<file path="config.mk">
export PLATFORM = sky130hd
export DESIGN_NAME = tone_sequencer
export DESIGN_NICKNAME = d
export VERILOG_FILES = /design/src/rtl/tone_sequencer.sv
export SDC_FILE = /design/constraint.sdc
export NUM_CORES = 1
export LEC_CHECK = 0
export ABC_AREA = 1
export CAP_MARGIN = 20
export CORE_MARGIN = 2
export CORE_UTILIZATION = 55
export CTS_CLUSTER_SIZE = 20
export DETAILED_ROUTE_END_ITERATION = 8
export GPL_TIMING_DRIVEN = 0
export PLACE_DENSITY = 0.84
export SYNTH_ARGS = -nofsm -noshare
export SYNTH_HDL_FRONTEND = slang
export SYNTH_SLANG_ARGS = --single-unit
</file>
<file path="constraint.sdc">
create_clock -name clk -period 12.1 [get_ports clk]
set_input_delay 3.63 -clock clk [delete_from_list [all_inputs] [get_ports clk]]
set_output_delay 3.63 -clock clk [all_outputs]
set_load 0.1 [all_outputs]
</file>
<file path="src/rtl/tone_sequencer.sv">
// tone_sequencer
//   Plays a fixed melody from an internal constant ROM onto a passive buzzer.
//   Each ROM entry is 8 bits: [7:4] pitch code (1..7 = C4..B4, 8..14 = C5..B5,
//   0/15 = rest), [3:0] duration in BEAT_DIV-cycle units (0 is treated as 1).
//
//   Parameters:
//     CLK_HZ   system clock frequency in Hz
//     BEAT_DIV clk cycles per duration unit
//     SONG_LEN number of melody entries (1..32)
//     SONG_ROM melody contents, entry i at bits [8*i +: 8]
//
//   Ports:
//     clk       system clock, rising edge
//     rst_n     asynchronous active-low reset
//     play      run/pause level, asynchronous (synchronized here)
//     restart   synchronous one-cycle pulse back to IDLE at entry 0
//     buzzer    square-wave output
//     note_idx  current melody entry
//     busy      high in PLAY and PAUSE
//     done      high in DONE
//
//   Build option: define TONE_LOOP_EN to wrap from the last entry back to
//   entry 0 instead of stopping in DONE (done is then constant 0).
module tone_sequencer #(
  parameter int           CLK_HZ   = 50_000_000,
  parameter int           BEAT_DIV = 6_250_000,
  parameter int           SONG_LEN = 32,
  parameter logic [255:0] SONG_ROM =
    256'h0F00_C2B2_A292_8272_6252_4232_1204_C4B4_A494_8474_6454_4434_1442_3242_5262_5161
) (
  input  logic       clk,
  input  logic       rst_n,
  input  logic       play,
  input  logic       restart,
  output logic       buzzer,
  output logic [4:0] note_idx,
  output logic       busy,
  output logic       done
);

  typedef enum logic [1:0] {S_IDLE, S_PLAY, S_PAUSE, S_DONE} state_t;

  localparam logic [4:0] LAST_IDX = 5'(SONG_LEN - 1);
`ifdef TONE_LOOP_EN
  localparam bit LOOP = 1'b1;
`else
  localparam bit LOOP = 1'b0;
`endif

  state_t      r_state, w_nxt;
  logic        r_sync1, r_sync2;
  logic [19:0] r_tone;
  logic [31:0] r_beat;
  logic [4:0]  r_idx;
  logic        r_buz, r_busy, r_done;

  logic        w_play_s;
  logic [7:0]  w_entry;
  logic [3:0]  w_dur;
  logic [19:0] w_half;
  logic [31:0] w_len;
  logic        w_note_end, w_last;

  // Half-period in clk cycles for each pitch code; 0 marks a rest.
  function automatic logic [19:0] half_of(input logic [3:0] p);
    case (p)
      4'd1:    half_of = 20'(CLK_HZ / (2 * 262));
      4'd2:    half_of = 20'(CLK_HZ / (2 * 294));
      4'd3:    half_of = 20'(CLK_HZ / (2 * 330));
      4'd4:    half_of = 20'(CLK_HZ / (2 * 349));
      4'd5:    half_of = 20'(CLK_HZ / (2 * 392));
      4'd6:    half_of = 20'(CLK_HZ / (2 * 440));
      4'd7:    half_of = 20'(CLK_HZ / (2 * 494));
      4'd8:    half_of = 20'(CLK_HZ / (2 * 523));
      4'd9:    half_of = 20'(CLK_HZ / (2 * 587));
      4'd10:   half_of = 20'(CLK_HZ / (2 * 659));
      4'd11:   half_of = 20'(CLK_HZ / (2 * 698));
      4'd12:   half_of = 20'(CLK_HZ / (2 * 784));
      4'd13:   half_of = 20'(CLK_HZ / (2 * 880));
      4'd14:   half_of = 20'(CLK_HZ / (2 * 988));
      default: half_of = 20'd0;
    endcase
  endfunction

  assign w_play_s   = r_sync2;
  assign w_entry    = SONG_ROM[{r_idx, 3'b000} +: 8];
  assign w_dur      = (w_entry[3:0] == 4'd0) ? 4'd1 : w_entry[3:0];
  assign w_half     = half_of(w_entry[7:4]);
  assign w_len      = 32'(w_dur) * 32'(BEAT_DIV);
  assign w_note_end = (r_state == S_PLAY) && (r_beat == w_len - 32'd1);
  assign w_last     = (r_idx == LAST_IDX);

  always_comb begin
    w_nxt = r_state;
    if (restart) w_nxt = S_IDLE;
    else begin
      case (r_state)
        S_IDLE:  if (w_play_s) w_nxt = S_PLAY;
        // A finishing last note takes precedence over pausing; otherwise a
        // note end still completes and the pause lands on the new index.
        S_PLAY:  if (w_note_end && w_last && !LOOP) w_nxt = S_DONE;
                 else if (!w_play_s)                w_nxt = S_PAUSE;
        S_PAUSE: if (w_play_s) w_nxt = S_PLAY;
        default: w_nxt = r_state;
      endcase
    end
  end

  always_ff @(posedge clk or negedge rst_n) begin
    if (!rst_n) begin
      r_sync1 <= 1'b0;
      r_sync2 <= 1'b0;
      r_state <= S_IDLE;
      r_tone  <= '0;
      r_beat  <= '0;
      r_idx   <= '0;
      r_buz   <= 1'b0;
      r_busy  <= 1'b0;
      r_done  <= 1'b0;
    end else begin
      r_sync1 <= play;
      r_sync2 <= r_sync1;
      r_state <= w_nxt;
      r_busy  <= (w_nxt == S_PLAY) || (w_nxt == S_PAUSE);
      r_done  <= (w_nxt == S_DONE) && !LOOP;
      if (restart) begin
        r_tone <= '0;
        r_beat <= '0;
        r_idx  <= '0;
        r_buz  <= 1'b0;
      end else begin
        case (r_state)
          S_IDLE: begin
            r_tone <= '0;
            r_beat <= '0;
            r_idx  <= '0;
            r_buz  <= 1'b0;
          end
          S_PLAY: begin
            if (w_note_end) begin
              r_tone <= '0;
              r_beat <= '0;
              r_buz  <= 1'b0;
              if (!w_last)  r_idx <= r_idx + 5'd1;
              else if (LOOP) r_idx <= '0;
            end else begin
              r_beat <= r_beat + 32'd1;
              if (w_half == 20'd0) begin
                r_tone <= '0;
                r_buz  <= 1'b0;
              end else if (r_tone == w_half - 20'd1) begin
                r_tone <= '0;
                r_buz  <= ~r_buz;
              end else begin
                r_tone <= r_tone + 20'd1;
              end
              // Counting stops from the next cycle on; silence the buzzer now.
              if (!w_play_s) r_buz <= 1'b0;
            end
          end
          S_PAUSE: begin
            r_buz <= 1'b0;
            if (w_play_s) r_tone <= '0;  // tone phase restarts on resume
          end
          default: r_buz <= 1'b0;
        endcase
      end
    end
  end

  assign buzzer   = r_buz;
  assign note_idx = r_idx;
  assign busy     = r_busy;
  assign done     = r_done;

endmodule

</file>
==> summary.md, run 1 <==
| Metric | Value |
|---|---|
| Worst-path clk slew | `0.06 ns` |
| Clock Latency Late Sink | `0.35 ns` |
| Internal power | `0.446 mW` |
| Reg2reg start | `note_idx[1]` |
| Slew of the pin with the lowest slew margin | `0.978 ns` |
| Area of the multi-input gates | `0.00491 mm2` |
| Avg Inst Size Synth | `6.37 um2` |
| Die Wd | `119 um` |
| Slew HR | `0.346` |
| Critical path origin | `note_idx[1]` |
| WP data required | `12.33 ns` |
| Register bit total from synthesis | `64` |
| Synth async-reset ratio | `1.00` |
| First-pass GRT wire length | `32200 um` |
| # fillers | `1199` |
| Cell Area, Placed | `0.00757 mm2` |
| Pin count of the biggest net entering global routing | `65` |
| Drt pass-1 iters | `5` |
| DR iter-0 viols | `652` |
| Power Density | `82.3 mW/mm2` |
| CP bufs+invs | `7` |
| Worst path top cell family by delay | `simple AND/OR/NAND/NOR gates` |
| Fin util | `0.621` |
| Postcts setup bufs | `0` |
| Residual DRC count | `0` |
| HP Start | `r_sync1` |
| Clock power share | `0.453` |
| Worst Hold Class | `flip-flop to flip-flop` |
| Crit path arrival time | `6.38 ns` |
| Total wire length | `19300 um` |
| CP peak stage delay | `0.66 ns` |
| Max Cap Violations | `0` |
| Worst Hold Slack | `0.350 ns` |
| Initial cell density of the core | `0.570` |
| Crit path kind | `flip-flop to flip-flop` |
| DIE AREA | `0.0141 mm2` |
| Netlist cell types | `42` |
| Synth top area share | `0.221` |
| Clock Sinks | `64` |
| Unrepaired setup endpoints after global routing | `no` |
| Share of layout cells above drive strength 1 | `0.0781` |
| Top_reg_cell synth | `dfrtp_1` |
| Psw | `0.204 mW` |
| Sw Share | `0.313` |
| Period minus WS final | `6.15 ns` |
| Startpoint Class | `flip-flop` |
| DR WL/cell | `14.4 um` |
| CTS root buf | `clkbuf_16` |
| Port bufs | `11` |
| CTS HTree Levels | `3` |
| Storage element area | `0.00160 mm2` |
| Via count | `7428` |
| Post-Layout Inst Area | `0.00790 mm2` |
| Vias in the first global route | `6894` |
| Placed insts | `1321` |
| FP Rows | `41` |
| Slew Viols, Final | `0` |
| Peak Freq | `162 MHz` |
| Clock Skews | `0.0116 ns` |
| Final period utilization | `0.509` |
| Endpoint type of the worst setup path | `flip-flop` |
| Final setup viols | `0` |
| Seq pwr share | `0.341` |
| Synth top area cells | `dfrtp_1 (22%), nand2_1 (18%), nand3_1 (7.8%)` |
| Final Hold Viols | `0` |
| Mapped Nets | `1192` |
| Synth-to-layout area growth | `9.03%` |
| ANT nets after route | `0` |
| # diodes | `0` |
| Remaining Overflow, GRT | `0` |
| Gr usage total | `0.279` |
| Yosys warns | `0` |
| Largest area contributor in the netlist | `dfrtp_1` |
| Area of the core | `0.0127 mm2` |
| Combinational power share | `0.206` |
| Final Non-Filler Cells | `1337` |
| Most frequent cells in the layout | `nand2_1 (341), inv_1 (143), nand3_1 (113)` |
| TritonCTS clock tree | `done` |
| Bufs on Longest Clock Path | `2` |
| Gates resized, CTS repair | `0` |
| Post-synth EDFFs | `0` |
| Hold buffer count at CTS | `0` |
| Initial antenna violation count | `0` |
| Most frequent CP cell | `nand2_1` |
| Post-DP HPWL | `14500 um` |
| Die height | `119 um` |
| Run status | `completed` |
| Highest ir drop seen on vdd | `70.2 uV` |
| I/O pins | `12` |
| Netlist Area Pre-Place | `0.00725 mm2` |
| Fin Setup TNS | `0 ns` |
| Vias/cell | `5.56` |
| Leakage power | `3.83 nW` |
| Routability congestion estimate from global placement | `0.961` |
| Most common cell after layout, fill and taps aside | `nand2_1` |
| Sequential fraction of the synthesis area | `0.221` |
| Slowest-stage cell, CP | `fa_1` |
| Layout net count | `1214` |
| Mapped Cells | `1138` |
| CTS buffer count | `9` |
| Largest fanout on the critical path | `10` |
==> per-layer routing <==
| metal | track usage | routed length [um] |
|---|---|---|
| met4 | 0.121 | 661 |
| met3 | 0.0444 | 1180 |
| met5 | 0 | 0 |
| met1 | 0.359 | 8440 |
| met2 | 0.461 | 9020 |
==> synthesized netlist by cell type (3+ instances only) <==
cell type	n
a21oi_1	30
buf_2	5
buf_6	7
clkbuf_1	6
dfrtp_1	64
fa_1	8
ha_1	42
inv_1	143
inv_2	14
nand2_1	341
nand2_2	12
nand2_4	6
nand3_1	113
nand3_2	9
nand3_4	3
nand3b_1	6
nand4_1	23
nor2_1	111
nor2_2	7
nor2_4	6
nor3_1	23
nor3b_1	5
nor4_1	8
o21ai_0	33
o21ai_1	9
o22ai_1	21
xnor2_1	7
xor2_1	57
==> final cells by class <==
type / count / share of cell area
Timing Repair Buffer: 11 / 0.0136
Tap cell: 172 / 0.0272
Inverter: 158 / 0.0751
Clock buffer: 10 / 0.0303
Buffer: 20 / 0.0179
Clock inverter: 6 / 0.0117
Multi-Input combinational cell: 896 / 0.621
Sequential cell: 64 / 0.203
==> stage by stage <==
| step | worst slack, ns | total power [mW] |
|---|---|---|
| 4_1_cts | 6.04 | 0.650 |
| 3_5_place_dp | 6.10 | 0.356 |
| 2_1_floorplan | 6.35 | 0.326 |
| 3_3_place_gp | 5.20 | 0.354 |
| 6_report | 5.95 | 0.650 |
| 5_1_grt | 5.44 | 0.677 |
==> sequential cells by signal (all words and copies together) (netlist names) <==
| register | count |
|---|---|
| r_state | 2 |
| r_sync1 | 1 |
| r_sync2 | 1 |
| r_beat | 32 |
| buzzer | 1 |
| done | 1 |
| busy | 1 |
| note_idx | 5 |
| r_tone | 20 |
==> final timing paths <==
check,endpoint,cells past startpoint,slack (ns)
setup / recovery,r_tone[18],31,5.95
hold / removal,r_sync2,0,0.35
setup reg to reg,r_tone[18],31,5.95
hold reg to reg,r_sync2,0,0.35
max in group asynchronous,r_beat[20],1,8.16
min in group asynchronous,r_tone[2],1,3.37
==> power by group through the flow <==
stage          Sequential [mW]  Clock [mW]  Combinational (mW)
2_1_floorplan            0.231           0              0.0949
3_3_place_gp             0.225           0               0.129
3_5_place_dp             0.225           0               0.131
4_1_cts                  0.221       0.297               0.132
5_1_grt                  0.222       0.305               0.150
6_report                 0.222       0.295               0.134
==> logic make-up after synthesis <==
family | Yosys count | synth area share
buffers and inverters | 178 | 0.101
flip-flops | 64 | 0.221
adder cells (fa/ha/maj) | 50 | 0.0946
AND/OR/NAND/NOR | 677 | 0.425
AO/OA/AOI/OAI | 105 | 0.0803
XOR/XNOR | 64 | 0.0774
No activity file was read; power rests on OpenSTA's default activity.
==> run 2: changes to the inputs <==
==> constraint.sdc (replaced) <==
create_clock -name clk -period 6.3 [get_ports clk]
set_input_delay 1.89 -clock clk [delete_from_list [all_inputs] [get_ports clk]]
set_output_delay 1.89 -clock clk [all_outputs]
set_load 0.1 [all_outputs]
==> run 2 against run 1 <==
Core utilization increased by 0.30 points. Highest routed layer unchanged. Die area unchanged. Register-to-register slack got worse by 5.5 ns. Worst setup slack got worse by 5.5 ns. Non-clock buffer count increased by 2. Design area increased by 0.49%. Critical path type unchanged. Final cell count increased by 0.15%. Via count increased by 0.88%. Count of clock-buffer cells in the layout unchanged. Power increased by 92%. Combinational power increased by 92%.
==> summary.md, run 2 (synthesized netlist as in run 1, its figures left out) <==
| Metric | Value |
|---|---|
| Via count | `7493 (+0.88%)` |
| Power Density | `157 mW/mm2 (+91%)` |
| Final setup viols | `0 (unchanged)` |
| Slowest-stage cell, CP | `fa_2` |
| Fin Setup TNS | `0 ns (unchanged)` |
| Period minus WS final | `5.84 ns (-0.315 ns)` |
| TritonCTS clock tree | `done` |
| Most frequent CP cell | `nand2_1` |
| Synth-to-layout area growth | `9.57%` |
| DR WL/cell | `14.3 um (-0.65%)` |
| CTS buffer count | `9 (unchanged)` |
| CTS root buf | `clkbuf_16` |
| First-pass GRT wire length | `32200 um (unchanged)` |
| Storage element area | `0.00160 mm2 (+0.16%)` |
| Remaining Overflow, GRT | `0 (unchanged)` |
| Slew HR | `0.346 (about the same)` |
| Die height | `119 um (unchanged)` |
| Initial antenna violation count | `0 (unchanged)` |
| Crit path kind | `flip-flop to flip-flop` |
| Crit path arrival time | `6.07 ns (-0.31 ns)` |
| ANT nets after route | `0 (unchanged)` |
| Die Wd | `119 um (unchanged)` |
| Leakage power | `3.84 nW (+0.32%)` |
| Area of the core | `0.0127 mm2 (unchanged)` |
| Largest Register | `r_beat` |
| Port bufs | `11 (unchanged)` |
| Startpoint Class | `flip-flop` |
| DP Worst Slack | `0.304 ns (-5.80 ns)` |
| Final Hold Viols | `0 (unchanged)` |
| Slew Viols, Final | `0 (unchanged)` |
| Routability congestion estimate from global placement | `0.961 (unchanged)` |
| Clock Sinks | `64 (unchanged)` |
| DR iter-0 viols | `725 (+11%)` |
| I/O pins | `12 (unchanged)` |
| CTS HTree Levels | `3 (unchanged)` |
| Post-DP HPWL | `14500 um (unchanged)` |
| FP Rows | `41 (unchanged)` |
| Final period utilization | `0.927 (+0.418)` |
| Max Cap Violations | `0 (unchanged)` |
| Unrepaired setup endpoints after global routing | `no` |
| Vias/cell | `5.60 (+0.72%)` |
| Clock Latency Late Sink | `0.35 ns (about the same)` |
| Residual DRC count | `0 (unchanged)` |
| Met1 GRT Util | `0.359 (unchanged)` |
| Initial cell density of the core | `0.570 (unchanged)` |
| Total wire length | `19200 um (-0.50%)` |
| DIE AREA | `0.0141 mm2 (unchanged)` |
| Peak Freq | `171 MHz (+5.4%)` |
| Clock Skews | `0.0104 ns (-0.00119 ns)` |
| Area of the multi-input gates | `0.00493 mm2 (+0.36%)` |
| GRT Max-Usage Layer | `met2` |
| Met3 usage | `0.0444 (unchanged)` |
| Endpoint type of the worst setup path | `flip-flop` |
| # fillers | `1195 (-0.33%)` |
| Share of layout cells above drive strength 1 | `0.0848 (+0.00672)` |
| Bufs on Longest Clock Path | `2 (unchanged)` |
| Hold buffer count at CTS | `0 (unchanged)` |
| Final setup margin | `0.461 ns (-5.48 ns)` |
| Largest fanout on the critical path | `10 (unchanged)` |
| Most common cell after layout, fill and taps aside | `nand2_1` |
| Worst-path clk slew | `0.06 ns (about the same)` |
| Met2 Usage GRT | `0.461 (unchanged)` |
| Worst Hold Class | `flip-flop to flip-flop` |
| Pin count of the biggest net entering global routing | `65 (unchanged)` |
| Drt pass-1 iters | `6 (+1)` |
| Highest ir drop seen on vdd | `134 uV (+91%)` |
| Most frequent cells in the layout | `nand2_1 (340), inv_1 (142), nand3_1 (113)` |
| Slew of the pin with the lowest slew margin | `0.978 ns (+0.00000346 ns)` |
| Gr usage total | `0.279 (unchanged)` |
| WP data required | `6.53 ns (-5.80 ns)` |
| CP peak stage delay | `0.63 ns (-0.03 ns)` |
| Vias in the first global route | `6894 (unchanged)` |
| # diodes | `0 (unchanged)` |
| Max FFs per register | `32 (unchanged)` |
| Layout net count | `1216 (+0.16%)` |
| Run status | `completed` |
## run 2: layout make-up
class                           instances  area share
Tap cell                              172      0.0271
Multi-Input combinational cell        896       0.621
Buffer                                 20      0.0178
Sequential cell                        64       0.202
Clock inverter                          6      0.0117
Inverter                              158      0.0752
Timing Repair Buffer                   13      0.0154
Clock buffer                           10      0.0301
## run 2: timing repair
item | in CTS | in global routing
setup buffers | 0 | 2
endpoints found under the setup margin | 0 | 58
resized for setup | 0 | 7
## run 2: path summary, 6_finish.rpt
| kind | startpoint | end | slack (ns) | cells past startpoint |
|---|---|---|---|---|
| worst max-delay path | note_idx[1] | r_tone[18] | 0.46 | 31 |
| max in group asynchronous | rst_n | note_idx[1] | 4.06 | 1 |
| worst min register to register | r_sync1 | r_sync2 | 0.35 | 0 |
| min in group asynchronous | rst_n | r_tone[2] | 1.63 | 1 |
| worst max register to register | note_idx[1] | r_tone[18] | 0.46 | 31 |
| worst min-delay path | r_sync1 | r_sync2 | 0.35 | 0 |
## run 2: critical path, delay by kind of cell (launching register included)
family                   cells  cell delay (ns)
buffers and inverters        7             0.82
XOR/XNOR                     1             0.24
flip-flops                   1             0.48
adder cells (fa/ha/maj)      5             1.89
AND/OR/NAND/NOR             18             2.28
## run 2: where the power goes
part / switching (mW) / leakage, nW / internal (mW)
Sequential: 0.00765 / 0.881 / 0.418
Clock: 0.206 / 0.155 / 0.359
Combinational: 0.176 / 2.80 / 0.0807
## run 2: layer usage
metal  share of wire  vias to the layer above  wire (um)
met1            0.44                     3430       8410
met2            0.47                      288       8970
met3           0.060                       60       1150
li1                -                     3715          -
met4           0.035                        0        669
met5               0                        -          0
## run 2: metrics by stage
stage | hold WS, ns | util | total power [mW] | instances | instance area (um2)
after floorplan | 0.331 | - | 0.625 | 1138 | 7250
after detailed placement | 0.339 | 0.595 | 0.684 | 1321 | 7570
after CTS | 0.350 | 0.621 | 1.25 | 1337 | 7900
final | 0.349 | 0.624 | 1.25 | 1339 | 7940
after global placement | 0.332 | 0.595 | 0.681 | 1321 | 7570
after global routing | 0.354 | 0.624 | 1.30 | 1339 | 7940
